**src/rtl/mips_pkg.sv**
```systemverilog
// mips_pkg: fetch FSM encoding and instruction-word constants shared by the fetch path.
package mips_pkg;
  typedef enum logic [1:0] {FS_BOOT = 2'd0, FS_RUN = 2'd1, FS_HALT = 2'd2} fetch_state_e;
  localparam int INSTR_W = 32;
  localparam logic [INSTR_W-1:0] NOP = 32'h0;
endpackage

```
**src/rtl/fetch_q.sv**
```systemverilog
// fetch_q: 2-entry FIFO holding {pc, instr} pairs; flush wins over push.
module fetch_q
  import mips_pkg::*;
#(
  parameter int W = INSTR_W + 6
) (
  input  logic         clk,
  input  logic         rst_n,
  input  logic         push,
  input  logic         pop,
  input  logic         flush,
  input  logic [W-1:0] din,
  output logic [W-1:0] dout,
  output logic [1:0]   count
);
  logic [W-1:0] mem_q [2];
  logic         rd_q, wr_q;
  logic [1:0]   cnt_q;
  always_ff @(posedge clk or negedge rst_n) begin
    if (!rst_n) begin
      mem_q[0] <= '0;
      mem_q[1] <= '0;
      rd_q     <= 1'b0;
      wr_q     <= 1'b0;
      cnt_q    <= 2'd0;
    end else if (flush) begin
      rd_q  <= 1'b0;
      wr_q  <= 1'b0;
      cnt_q <= 2'd0;
    end else begin
      if (push) begin
        mem_q[wr_q] <= din;
        wr_q        <= ~wr_q;
      end
      if (pop) rd_q <= ~rd_q;
      cnt_q <= cnt_q + {1'b0, push} - {1'b0, pop};
    end
  end
  assign dout  = mem_q[rd_q];
  assign count = cnt_q;
endmodule

```
**src/rtl/ifetch_ctrl.sv**
```systemverilog
// ifetch_ctrl: fetch PC sequencer feeding a 2-entry queue to decode, with
// redirect/exception vectoring and halt.
module ifetch_ctrl
  import mips_pkg::*;
#(
  parameter int                  PC_WIDTH   = 6,
  parameter logic [PC_WIDTH-1:0] RESET_PC   = '0,
  parameter logic [PC_WIDTH-1:0] EXC_VECTOR = 'h3C
) (
  input  logic                clk,
  input  logic                rst_n,
  input  logic                fetch_en,
  input  logic                halt_req,
  input  logic                redirect_valid,
  input  logic [PC_WIDTH-1:0] redirect_target,
  input  logic                exc_valid,
  output logic [PC_WIDTH-1:0] imem_addr,
  input  logic [INSTR_W-1:0]  imem_instr,
  output logic                out_valid,
  input  logic                out_ready,
  output logic [INSTR_W-1:0]  out_instr,
  output logic [PC_WIDTH-1:0] out_pc,
  output logic                misalign,
  output logic                halted
);
  fetch_state_e                   state_q, state_d;
  logic [PC_WIDTH-1:0]            fpc_q, fpc_d;
  logic                           mis_q, mis_d;
  logic [1:0]                     count;
  logic                           pop, push, flush, space;
  logic [PC_WIDTH+INSTR_W-1:0]    head;
  assign pop   = out_valid & out_ready;
  assign flush = redirect_valid | exc_valid;
  // a full queue still has room when its head leaves this cycle
  assign space = ~count[1] | pop;
  assign push  = (state_q == FS_RUN) & space & ~flush;
  always_comb begin
    state_d = (state_q == FS_BOOT && fetch_en)  ? FS_RUN  :
              (state_q == FS_RUN  && halt_req)  ? FS_HALT :
              (state_q == FS_HALT && !halt_req) ? FS_RUN  : state_q;
    fpc_d   = exc_valid      ? EXC_VECTOR :
              redirect_valid ? {redirect_target[PC_WIDTH-1:2], 2'b00} :
              push           ? fpc_q + PC_WIDTH'(4) : fpc_q;
    mis_d   = redirect_valid & ~exc_valid & |redirect_target[1:0];
  end
  always_ff @(posedge clk or negedge rst_n) begin
    if (!rst_n) begin
      state_q <= FS_BOOT;
      fpc_q   <= RESET_PC;
      mis_q   <= 1'b0;
    end else begin
      state_q <= state_d;
      fpc_q   <= fpc_d;
      mis_q   <= mis_d;
    end
  end
  fetch_q #(.W(PC_WIDTH + INSTR_W)) u_q (
    .clk  (clk),
    .rst_n(rst_n),
    .push (push),
    .pop  (pop),
    .flush(flush),
    .din  ({fpc_q, imem_instr}),
    .dout (head),
    .count(count)
  );
  assign imem_addr = fpc_q;
  assign out_valid = count != 2'd0;
  assign out_pc    = head[PC_WIDTH+INSTR_W-1:INSTR_W];
  assign out_instr = head[INSTR_W-1:0];
  assign misalign  = mis_q;
  assign halted    = (state_q == FS_HALT) && (count == 2'd0);
endmodule

```
**config.mk**
```make
export PLATFORM = sky130hd
export DESIGN_NAME = ifetch_ctrl
export DESIGN_NICKNAME = d
export VERILOG_FILES = /design/src/rtl/mips_pkg.sv /design/src/rtl/fetch_q.sv /design/src/rtl/ifetch_ctrl.sv
export SDC_FILE = /design/constraint.sdc
export NUM_CORES = 1
export LEC_CHECK = 0
export CORE_MARGIN = 2
export CORE_UTILIZATION = 30
export CTS_CLUSTER_SIZE = 14
export DETAILED_ROUTE_END_ITERATION = 8
export PLACE_DENSITY = 0.63
export SYNTH_ARGS = -nofsm -noshare
export SYNTH_HDL_FRONTEND = slang
export SYNTH_SLANG_ARGS = --single-unit
```
**constraint.sdc**
```tcl
create_clock -name clk -period 4.2 [get_ports clk]
set_input_delay 0.84 -clock clk [delete_from_list [all_inputs] [get_ports clk]]
set_output_delay 0.84 -clock clk [all_outputs]
set_load 0.03 [all_outputs]
```
Yosys cells after proc, flatten, opt, wreduce, memory -nomap -nowiden
Index checks and enable logic that the tools add are counted.
Word-level totals
  register bits after elaboration: 89
  bits of input ports: 45
  output and inout port bits: 47
  logic and storage cells: 62
Operators by class
  add/sub/neg operators: 3
  order comparisons: 3
  equal/unequal tests: 2
  muxes and demuxes: 17
  bitwise operators: 14
  reduce and logical (&&, ||, !) cells: 15
Operator list (count)
  $mux W38: 4
  $bwmux W76: 1
  $demux W38 S1: 1
  $mux W6: 3
  $mux W2: 4
  $add A6 B3 Y6 const B: 1
  $reduce_bool A2 Y1: 3
  $reduce_bool A3 Y1: 2
  $and A1 B1 Y1: 5
  $logic_and A1 B1 Y1: 5
  $not A1 Y1: 5
  $ge A2 B2 Y1 const B: 2
  $logic_not A2 Y1: 2
  $mux W1: 4
  $not A1 Y2: 2
  $add A2 B1 Y2: 1
  $eq A2 B1 Y1 const B: 1
  $eq A2 B2 Y1 const B: 1
  $lt A2 B1 Y1 const B: 1
  $or A1 B1 Y1: 2
  $reduce_and A2 Y1: 1
  $reduce_or A2 Y1: 1
  $sub A2 B1 Y2: 1
  $logic_not A1 Y1: 1

Longest topological paths before layout
Gate-level depths: netlist (run 1).
  depth in word-level cells: 8
  depth in mapped cells: 7
  gate-level depth less buffers: 7

By module
From an unflattened synthesis (run 1), not the netlist that was laid out.
Second synthesis, totals
  cell total of the unflattened synthesis: 266
  area total of the unflattened synthesis: 3907.5 um^2
Modules (own cells, without submodules)
  fetch_q: times used 1, cells each 219, area an instance 3485.8 um^2, seq. area each 2001.9 um^2
  ifetch_ctrl: times used 1, cells each 47, area an instance 421.7 um^2, seq. area each 175.2 um^2

Worst setup path before layout (run 1)
No wires, ideal clock.
  path kind: reg2out
  start: register u_q.cnt_q[1] (netlist: u_q.count[1])
  end: output port halted
  arrival time: 1.555 ns
  data required time: 3.360 ns
  path slack: 1.805 ns
  stages on the path, launching flop included: 3
  buffers on the path: 0
  path through: dfrtp_1 or2_2 nor3b_1
On the way
  word-level cells in the longest chain between the ends: 2
RTL lines
  start: declaration: line fetch_q.sv:18  | logic [1:0] cnt_q;
  start signal: assignment: line fetch_q.sv:36  | cnt_q <= cnt_q + {1'b0, push} - {1'b0, pop};
  $logic_not A2 Y1: line ifetch_ctrl.sv:72  | assign halted = (state_q == FS_HALT) && (count == 2'd0);
  $logic_and A1 B1 Y1: line ifetch_ctrl.sv:72
  end: declaration: line ifetch_ctrl.sv:24  | output logic halted
Every way passes these cells.

Worst setup path in the final report (run 1)
  start: register u_q.rd_q
  end: output port out_instr[2]
On the way
  word-level cells in the longest chain between the ends: 4
RTL lines
  start: declaration: line fetch_q.sv:17  | logic rd_q, wr_q;
  start signal: assignment: line fetch_q.sv:35  | if (pop) rd_q <= ~rd_q;
  $not A1 Y2 (implied by the code): line fetch_q.sv:39  | assign dout = mem_q[rd_q];
  $mux W38 (implied by the code) (3 in a row): line fetch_q.sv:39
  end: declaration: line ifetch_ctrl.sv:21  | output logic [INSTR_W-1:0] out_instr,
Every way passes these cells. The select of a mux whose other input is x is not followed.

==> results.rst, run 1 <==
.. list-table::
   :header-rows: 1

   * - Metric
     - Value
   * - Layout cell share with drive strength beyond 1
     - 36.0%
   * - Worst skew pair latency
     - 0.34 ns
   * - Yosys synthesis warning count
     - 0
   * - Leakage Power
     - ~0.0022 uW
   * - Number of flops mapped to enable cells by yosys
     - 0
   * - Overall power consumption
     - 3460 uW
   * - Setup TNS Final
     - 0 ns
   * - Routed length per placed instance
     - roughly 14 um
   * - Total power density per cell area
     - 680 nW/um^2
   * - Sum of net half-perimeters after detailed placement
     - between 5000 and 6000 um
   * - Starting Density
     - just over 30%
   * - Crit-path slowest cell
     - sky130_fd_sc_hd__dfrtp_2
   * - Largest voltage drop on the vdd net
     - roughly 270 uV
   * - Core region area
     - ~12,000 sq um
   * - RSZ-0062 raised after global routing
     - no
   * - Placed cell count
     - 510
   * - Top library cells by usage in the layout, fill and taps aside
     - sky130_fd_sc_hd__mux2_2, sky130_fd_sc_hd__clkdlybuf4s50_1, sky130_fd_sc_hd__dfrtp_1
   * - Highest attainable clock frequency
     - 0.316 GHz
   * - Arrival time of data at the critical path endpoint
     - roughly 2.3 ns
   * - Number of global-route vias before repair
     - between 2,000 and 3,000
   * - Area growth from synthesis to layout
     - 35.6%
   * - Row count
     - 40
   * - Number of buffers between clock root and the deepest sink
     - 2
   * - Type of the most critical hold path
     - register to register
   * - Post-detailed-route count of antenna-violating nets
     - 0
   * - Period Utilization, post-route
     - 75.4%
   * - Count of clock tree sinks
     - between 80 and 90
   * - Post-placement worst setup slack
     - about 1.3 ns
   * - CTS tree
     - done
   * - Non-filler instance count after layout
     - approximately 530
   * - Largest stage delay on the critical path
     - between 0.9 and 1 ns
   * - Highest fanout seen on the critical path
     - 37
   * - Design Area, Final
     - 5090 sq um
   * - Detailed-route wire length
     - between 7000 and 8000 um
   * - Global router's overall resource usage
     - roughly an eighth
   * - Worst setup path category
     - register to primary output
   * - Worst endpoint required time
     - roughly 3.4 ns
   * - Number of remaining DRC errors
     - 0
   * - Clock skew after layout
     - approximately 0.008 ns
   * - Netlist cell types
     - 32
   * - Cell breakdown of the critical path
     - mux2_2 -> clkdlybuf4s50_1
   * - Clock Pin Slew Worst Setup and Hold Paths
     - around 0.06 ns
   * - PnR worst setup slack
     - between 1 and 1.5 ns
   * - Register area share after synthesis
     - ~55%
   * - Leading cell type in the layout, fill and taps excluded
     - sky130_fd_sc_hd__mux2_2
   * - Wire length of the first global-routing pass
     - roughly 13,000 um
   * - Ports placed on the boundary
     - 92
   * - Number of antenna violations at the first check in global routing
     - 0
   * - Per-instance average area after synthesis
     - 14.2 sq um
   * - Buffers inserted during post-CTS setup optimization
     - 0
   * - Post-DP Area
     - approximately 4800 sq um
   * - Setup crit start kind
     - register
   * - Time the worst path needs with I/O delays and setup
     - approximately 3.2 ns
   * - Asr flop ratio synth
     - 100%
   * - Register bit total from synthesis
     - 83
   * - Via count of the routed design
     - 2,370
   * - Slew Limit Fails
     - 0
   * - Vias per std cell
     - roughly 4.5
   * - Area of the die
     - about 13,000 sq um
   * - Post-synthesis cell area
     - approximately 3800 sq um
   * - Post-cts repair resize count
     - 0
   * - Buffers added on ports
     - slightly below 90
   * - Final RePlAce weighted congestion
     - between 0.7 and 0.8
   * - Actual slew at the worst max-slew pin
     - 1.04 ns
   * - # nets final
     - 401
   * - Endpoint class of the critical path
     - primary output
   * - Leading register cell type out of synthesis
     - sky130_fd_sc_hd__dfrtp_1
   * - Pin count of the biggest net entering global routing
     - 84
   * - H-tree level count
     - 3
   * - Max cap viols
     - 0
   * - Cells after synthesis
     - between 200 and 300
   * - Cell chosen for the clock root
     - sky130_fd_sc_hd__clkbuf_16
   * - Width of the die
     - roughly 120 um
   * - Number of diodes added for antenna fixing
     - 0
   * - Result of the run
     - finished, final reports clean
   * - Setup-violating endpoint count in the final report
     - 0
   * - Relative max-transition margin
     - between 30 and 40%
   * - Hold violation total from the final report
     - 0
   * - Die height
     - around 120 um
   * - Sum of overflow across all layers after global routing
     - 0
   * - Fill count
     - between 1,000 and 1,500
   * - Post-cts hold buffer count
     - 0
   * - Inserted Clock Buffers
     - 9
   * - DRC marker count from the first detailed-route iteration
     - 46
   * - DR pass1 iterations
     - 4
-- cell families (layout without fill, tap and decap cells) --
family / count (synthesis) / after routing / synth area share [%]
mux: 108 / 108 / 32.4
flops: 83 / 83 / 55.3
simple gates: 32 / 32 / 4.90
buf+inv: 21 / 111 / 3.40
compound gates: 15 / 15 / 2.46
fa+ha+maj: 3 / 3 / 0.999
xor+xnor: 2 / 2 / 0.466
other cells: 1 / 4 / 0.0998
-- state kept, by name (all words and copies together), names as in the netlist --
register	flops
u_q.rd_q	1
u_q.mem_q	72
imem_addr	4
u_q.count	2
state_q	2
u_q.wr_q	1
misalign	1
-- cell type report --
type                    count  area [sq um]  share of cell area (%)
clock buffers              12           256                    5.04
flip-flops and latches     83          2080                    40.8
repair buffers             91           898                    17.6
well taps                 168           210                    4.13
clock inverters             4          72.6                    1.42
inverters                   4          15.0                   0.295
multi-input cells         164          1560                    30.7
-- power by group --
part,total [uW],internal [uW],switching (uW)
clock,853,552,302
sequential,1250,1100,154
combinational,1360,708,652
-- synth_stat cells (2+ instances only) --
cell | instances | area, sq um
sky130_fd_sc_hd__clkbuf_1 | 6 | 22.5
sky130_fd_sc_hd__o31ai_1 | 2 | 15.0
sky130_fd_sc_hd__nand2b_1 | 3 | 18.8
sky130_fd_sc_hd__and2_1 | 2 | 12.5
sky130_fd_sc_hd__mux2_1 | 3 | 33.8
sky130_fd_sc_hd__buf_2 | 3 | 15.0
sky130_fd_sc_hd__buf_4 | 4 | 30.0
sky130_fd_sc_hd__nor2b_1 | 2 | 12.5
sky130_fd_sc_hd__ha_1 | 3 | 37.5
sky130_fd_sc_hd__or3_1 | 3 | 18.8
sky130_fd_sc_hd__inv_1 | 4 | 15.0
sky130_fd_sc_hd__buf_6 | 4 | 45.0
sky130_fd_sc_hd__nor2_1 | 8 | 30.0
sky130_fd_sc_hd__nor3_1 | 3 | 15.0
sky130_fd_sc_hd__nand3_1 | 2 | 10.0
sky130_fd_sc_hd__nand2_1 | 3 | 11.3
sky130_fd_sc_hd__mux2_2 | 105 | 1180
sky130_fd_sc_hd__dfrtp_1 | 83 | 2080
sky130_fd_sc_hd__o21ai_0 | 7 | 35.0
sky130_fd_sc_hd__a31oi_1 | 3 | 18.8
-- metal layers --
layer / wire, um / share of wire (%) / track usage (%) / vias to the layer above
li1: - / - / - / 1118
met1: 3450 / 45 / 15.2 / 1187
met2: 3670 / 48 / 19.7 / 56
met3: 382 / 5.0 / 3.35 / 9
met4: 119 / 1.6 / 5.48 / 0
met5: 0 / 0 / 0 / -
-- critical path: cells and delay by family (launching register included) --
kind                   cells  cell delay, ns
DFF                        1            0.94
muxes                      1            0.42
buffers and inverters      1            0.59
-- metrics by stage --
stage	utilization, %	hold WS [ns]
global placement	39.3	0.463
floorplan	-	0.454
CTS	42.1	0.490
finish	42.1	0.486
global route	42.1	0.501
detailed placement	39.3	0.476
-- path summary, 6_finish.rpt --
check | depth (start not counted) | startpoint | endpoint | slack [ns]
max in group asynchronous | 1 | rst_n | u_q.rd_q | 2.79
hold reg to reg | 1 | u_q.mem_q[58] | u_q.mem_q[58] | 0.49
setup / recovery | 2 | u_q.rd_q | out_instr[2] | 1.03
min in group asynchronous | 1 | rst_n | imem_addr[3] | 0.69
setup reg to reg | 6 | u_q.count[1] | u_q.count[1] | 2.32
hold / removal | 1 | u_q.mem_q[58] | u_q.mem_q[58] | 0.49
No activity file was read; power rests on OpenSTA's default activity.
==> run 2: changes to the inputs <==
clock period = 3.1 ns   (was 4.2 ns; I/O delays follow)
==> run 2 against run 1 <==
- register-to-register slack got worse by 1.2 ns
- critical path depth up 1
- combinational power increased by 37%
- largest cell class unchanged
- critical endpoint is now out_instr[24]
==> results.rst, run 2 (synthesis gave the netlist of run 1 again) <==
.. list-table::
   :header-rows: 1

   * - Metric
     - Value
   * - Result of the run
     - finished, final reports clean (unchanged)
   * - Time the worst path needs with I/O delays and setup
     - roughly 2.6 ns
   * - Detailed-route wire length
     - 7830 um (was 7620 um)
   * - Sum of overflow across all layers after global routing
     - 0 (unchanged)
   * - Wire length of the first global-routing pass
     - 12,300 um (was 12,500 um)
   * - Type of the most critical hold path
     - primary input to async pin (was register to register)
   * - Largest stage delay on the critical path
     - 0.60 ns (was 0.94 ns)
   * - Max FFs per register
     - 72 (unchanged)
   * - Number of diodes added for antenna fixing
     - 0 (unchanged)
   * - Worst skew pair latency
     - 0.34 ns (about the same)
   * - DRC marker count from the first detailed-route iteration
     - 44 (was 46)
   * - Clock skew after layout
     - 0.00530 ns (was 0.00790 ns)
   * - Pin count of the biggest net entering global routing
     - 62 (was 84)
   * - DR pass1 iterations
     - 4 (unchanged)
   * - Starting Density
     - 31.0% (unchanged)
   * - Worst reg2reg startpoint
     - state_q[1] (was u_q.count[1])
   * - Worst setup path category
     - register to primary output (unchanged)
   * - Buffers inserted during post-CTS setup optimization
     - 0 (unchanged)
   * - Number of antenna violations at the first check in global routing
     - 0 (unchanged)
   * - Hold slack final
     - 0.367 ns (was 0.486 ns)
   * - Routed length per placed instance
     - 14.7 um (was 14.5 um)
   * - Crit-path slowest cell
     - sky130_fd_sc_hd__clkdlybuf4s50_1 (was sky130_fd_sc_hd__dfrtp_2)
   * - Period Utilization, post-route
     - 83.9%
   * - Top library cells by usage in the layout, fill and taps aside
     - sky130_fd_sc_hd__mux2_2, sky130_fd_sc_hd__clkdlybuf4s50_1, sky130_fd_sc_hd__dfrtp_1 (unchanged)
   * - Number of remaining DRC errors
     - 0 (unchanged)
   * - Setup crit start kind
     - register (unchanged)
   * - Final RePlAce weighted congestion
     - 0.731 (was 0.703)
   * - Total power density per cell area
     - 907 nW/um^2 (was 680 nW/um^2)
   * - Number of buffers between clock root and the deepest sink
     - 2 (unchanged)
   * - Capture point of the worst reg-to-reg path
     - u_q.mem_q[62] (was u_q.count[1])
   * - Area growth from synthesis to layout
     - 35.8% (was 35.6%)
   * - Leading cell type in the layout, fill and taps excluded
     - sky130_fd_sc_hd__mux2_2 (unchanged)
   * - Non-filler instance count after layout
     - 531 (was 526)
   * - Post-cts repair resize count
     - 0 (unchanged)
   * - RSZ-0062 raised after global routing
     - no (unchanged)
   * - Slew Limit Fails
     - 0 (unchanged)
   * - Core region area
     - 12,100 sq um (unchanged)
   * - Buffers added on ports
     - 87 (unchanged)
   * - Leakage Power
     - 0.00221 uW (was 0.00220 uW)
   * - Global router's overall resource usage
     - 12.2% (was 12.1%)
   * - Worst reg-to-reg path cell count
     - 4 (was 6)
   * - Fraction of the core area covered by cells at the end of the flow
     - 42.1% (about the same)
   * - Fill count
     - 1,156 (was 1,159)
   * - CP bufs+invs
     - 2 (was 1)
   * - Setup TNS Final
     - 0 ns (unchanged)
   * - Cell breakdown of the critical path
     - buf_4 -> mux2_2 -> clkdlybuf4s50_1 (was mux2_2 -> clkdlybuf4s50_1)
   * - Max cap viols
     - 0 (unchanged)
   * - Layout cell share with drive strength beyond 1
     - 36.4% (was 36.0%)
   * - Sum of net half-perimeters after detailed placement
     - 5260 um (was 5110 um)
   * - Arrival time of data at the critical path endpoint
     - 1.98 ns (was 2.33 ns)
   * - Area of the die
     - 13,400 sq um (unchanged)
   * - Post-cts hold buffer count
     - 0 (unchanged)
   * - Actual slew at the worst max-slew pin
     - 0.796 ns (was 1.04 ns)
   * - Row count
     - 40 (unchanged)
   * - Most flops, register
     - u_q.mem_q (unchanged)
   * - Post-placement worst setup slack
     - 0.443 ns (was 1.31 ns)
   * - Post-detailed-route count of antenna-violating nets
     - 0 (unchanged)
   * - Die height
     - 116 um (unchanged)
   * - Highest fanout seen on the critical path
     - 19 (was 37)
   * - Worst endpoint required time
     - 2.48 ns (was 3.36 ns)
   * - PnR worst setup slack
     - 0.501 ns (was 1.03 ns)
   * - Width of the die
     - 116 um (unchanged)
   * - Count of clock tree sinks
     - 83 (unchanged)
   * - Endpoint class of the critical path
     - primary output (unchanged)
   * - Vias per std cell
     - 4.51 (about the same)
   * - H-tree level count
     - 3 (unchanged)
   * - Register-to-register setup slack
     - 1.12 ns (was 2.32 ns)
   * - Setup-violating endpoint count in the final report
     - 0 (unchanged)
   * - Number of global-route vias before repair
     - 2,513 (was 2,591)
   * - Placed cell count
     - 515 (was 510)
   * - Clock Pin Slew Worst Setup and Hold Paths
     - 0.06 ns (about the same)
   * - Top cell family by delay on the critical path
     - buffers and inverters (was flip-flops)
   * - CTS tree
     - done (unchanged)
   * - Cell chosen for the clock root
     - sky130_fd_sc_hd__clkbuf_16 (unchanged)
   * - Inserted Clock Buffers
     - 9 (unchanged)
   * - Relative max-transition margin
     - 46.9% (was 30.6%)
   * - Ports placed on the boundary
     - 92 (unchanged)
   * - Highest attainable clock frequency
     - between 0.3 and 0.4 GHz
   * - # nets final
     - 406 (was 401)
   * - Hold violation total from the final report
     - 0 (unchanged)
   * - Via count of the routed design
     - 2,397 (was 2,370)
   * - Largest voltage drop on the vdd net
     - 470 uV (was 269 uV)
==> run 2: where the power goes <==
part	leakage (uW)	total [uW]	switching [uW]	internal, uW
sequential	0.00105	1690	202	1480
clock	0.000147	1080	414	668
combinational	0.00101	1860	897	962
==> run 2: worst max path at each step <==
stage	slack [ns]	to	from	cells after the start
after floorplan	0.93	halted	u_q.count[1]	2
after global placement	0.50	u_q.mem_q[44]	redirect_valid	5
after detailed placement	0.44	u_q.mem_q[44]	redirect_valid	5
after CTS	0.46	out_instr[24]	u_q.rd_q	3
after global routing	0.43	halted	u_q.count[1]	3
final	0.50	out_instr[24]	u_q.rd_q	3
==> run 2: stage by stage <==
step | power (uW) | cell area (sq um)
after floorplan | 2880 | 3770
after global placement | 3530 | 4800
after detailed placement | 3580 | 4800
after CTS | 4690 | 5100
after global routing | 4880 | 5100
final | 4630 | 5100
==> run 2: final cells by class <==
type	count	area, sq um	share of cell area (%)
Clock buffer	14	264	5.18
Clock inverter	2	35.0	0.687
Inverter	4	15.0	0.294
Multi-Input combinational cell	164	1560	30.6
Sequential cell	83	2080	40.7
Tap cell	168	210	4.12
Timing Repair Buffer	96	936	18.3
==> run 2: worst reg2reg max path, cell delays in order, from the launching register on <==
cell and delay [ns]:
sky130_fd_sc_hd__dfrtp_1 0.42, sky130_fd_sc_hd__nand2b_1 0.33, sky130_fd_sc_hd__nor4_4 0.31, sky130_fd_sc_hd__buf_4 0.41, sky130_fd_sc_hd__mux2_2 0.39
==> run 2: per-layer routing <==
metal	track usage [%]	routed length, um	up-vias
li1	-	-	1112
met1	15.2	3600	1216
met2	19.6	3720	60
met3	4.60	412	9
met4	3.81	92	0
met5	0	0	-
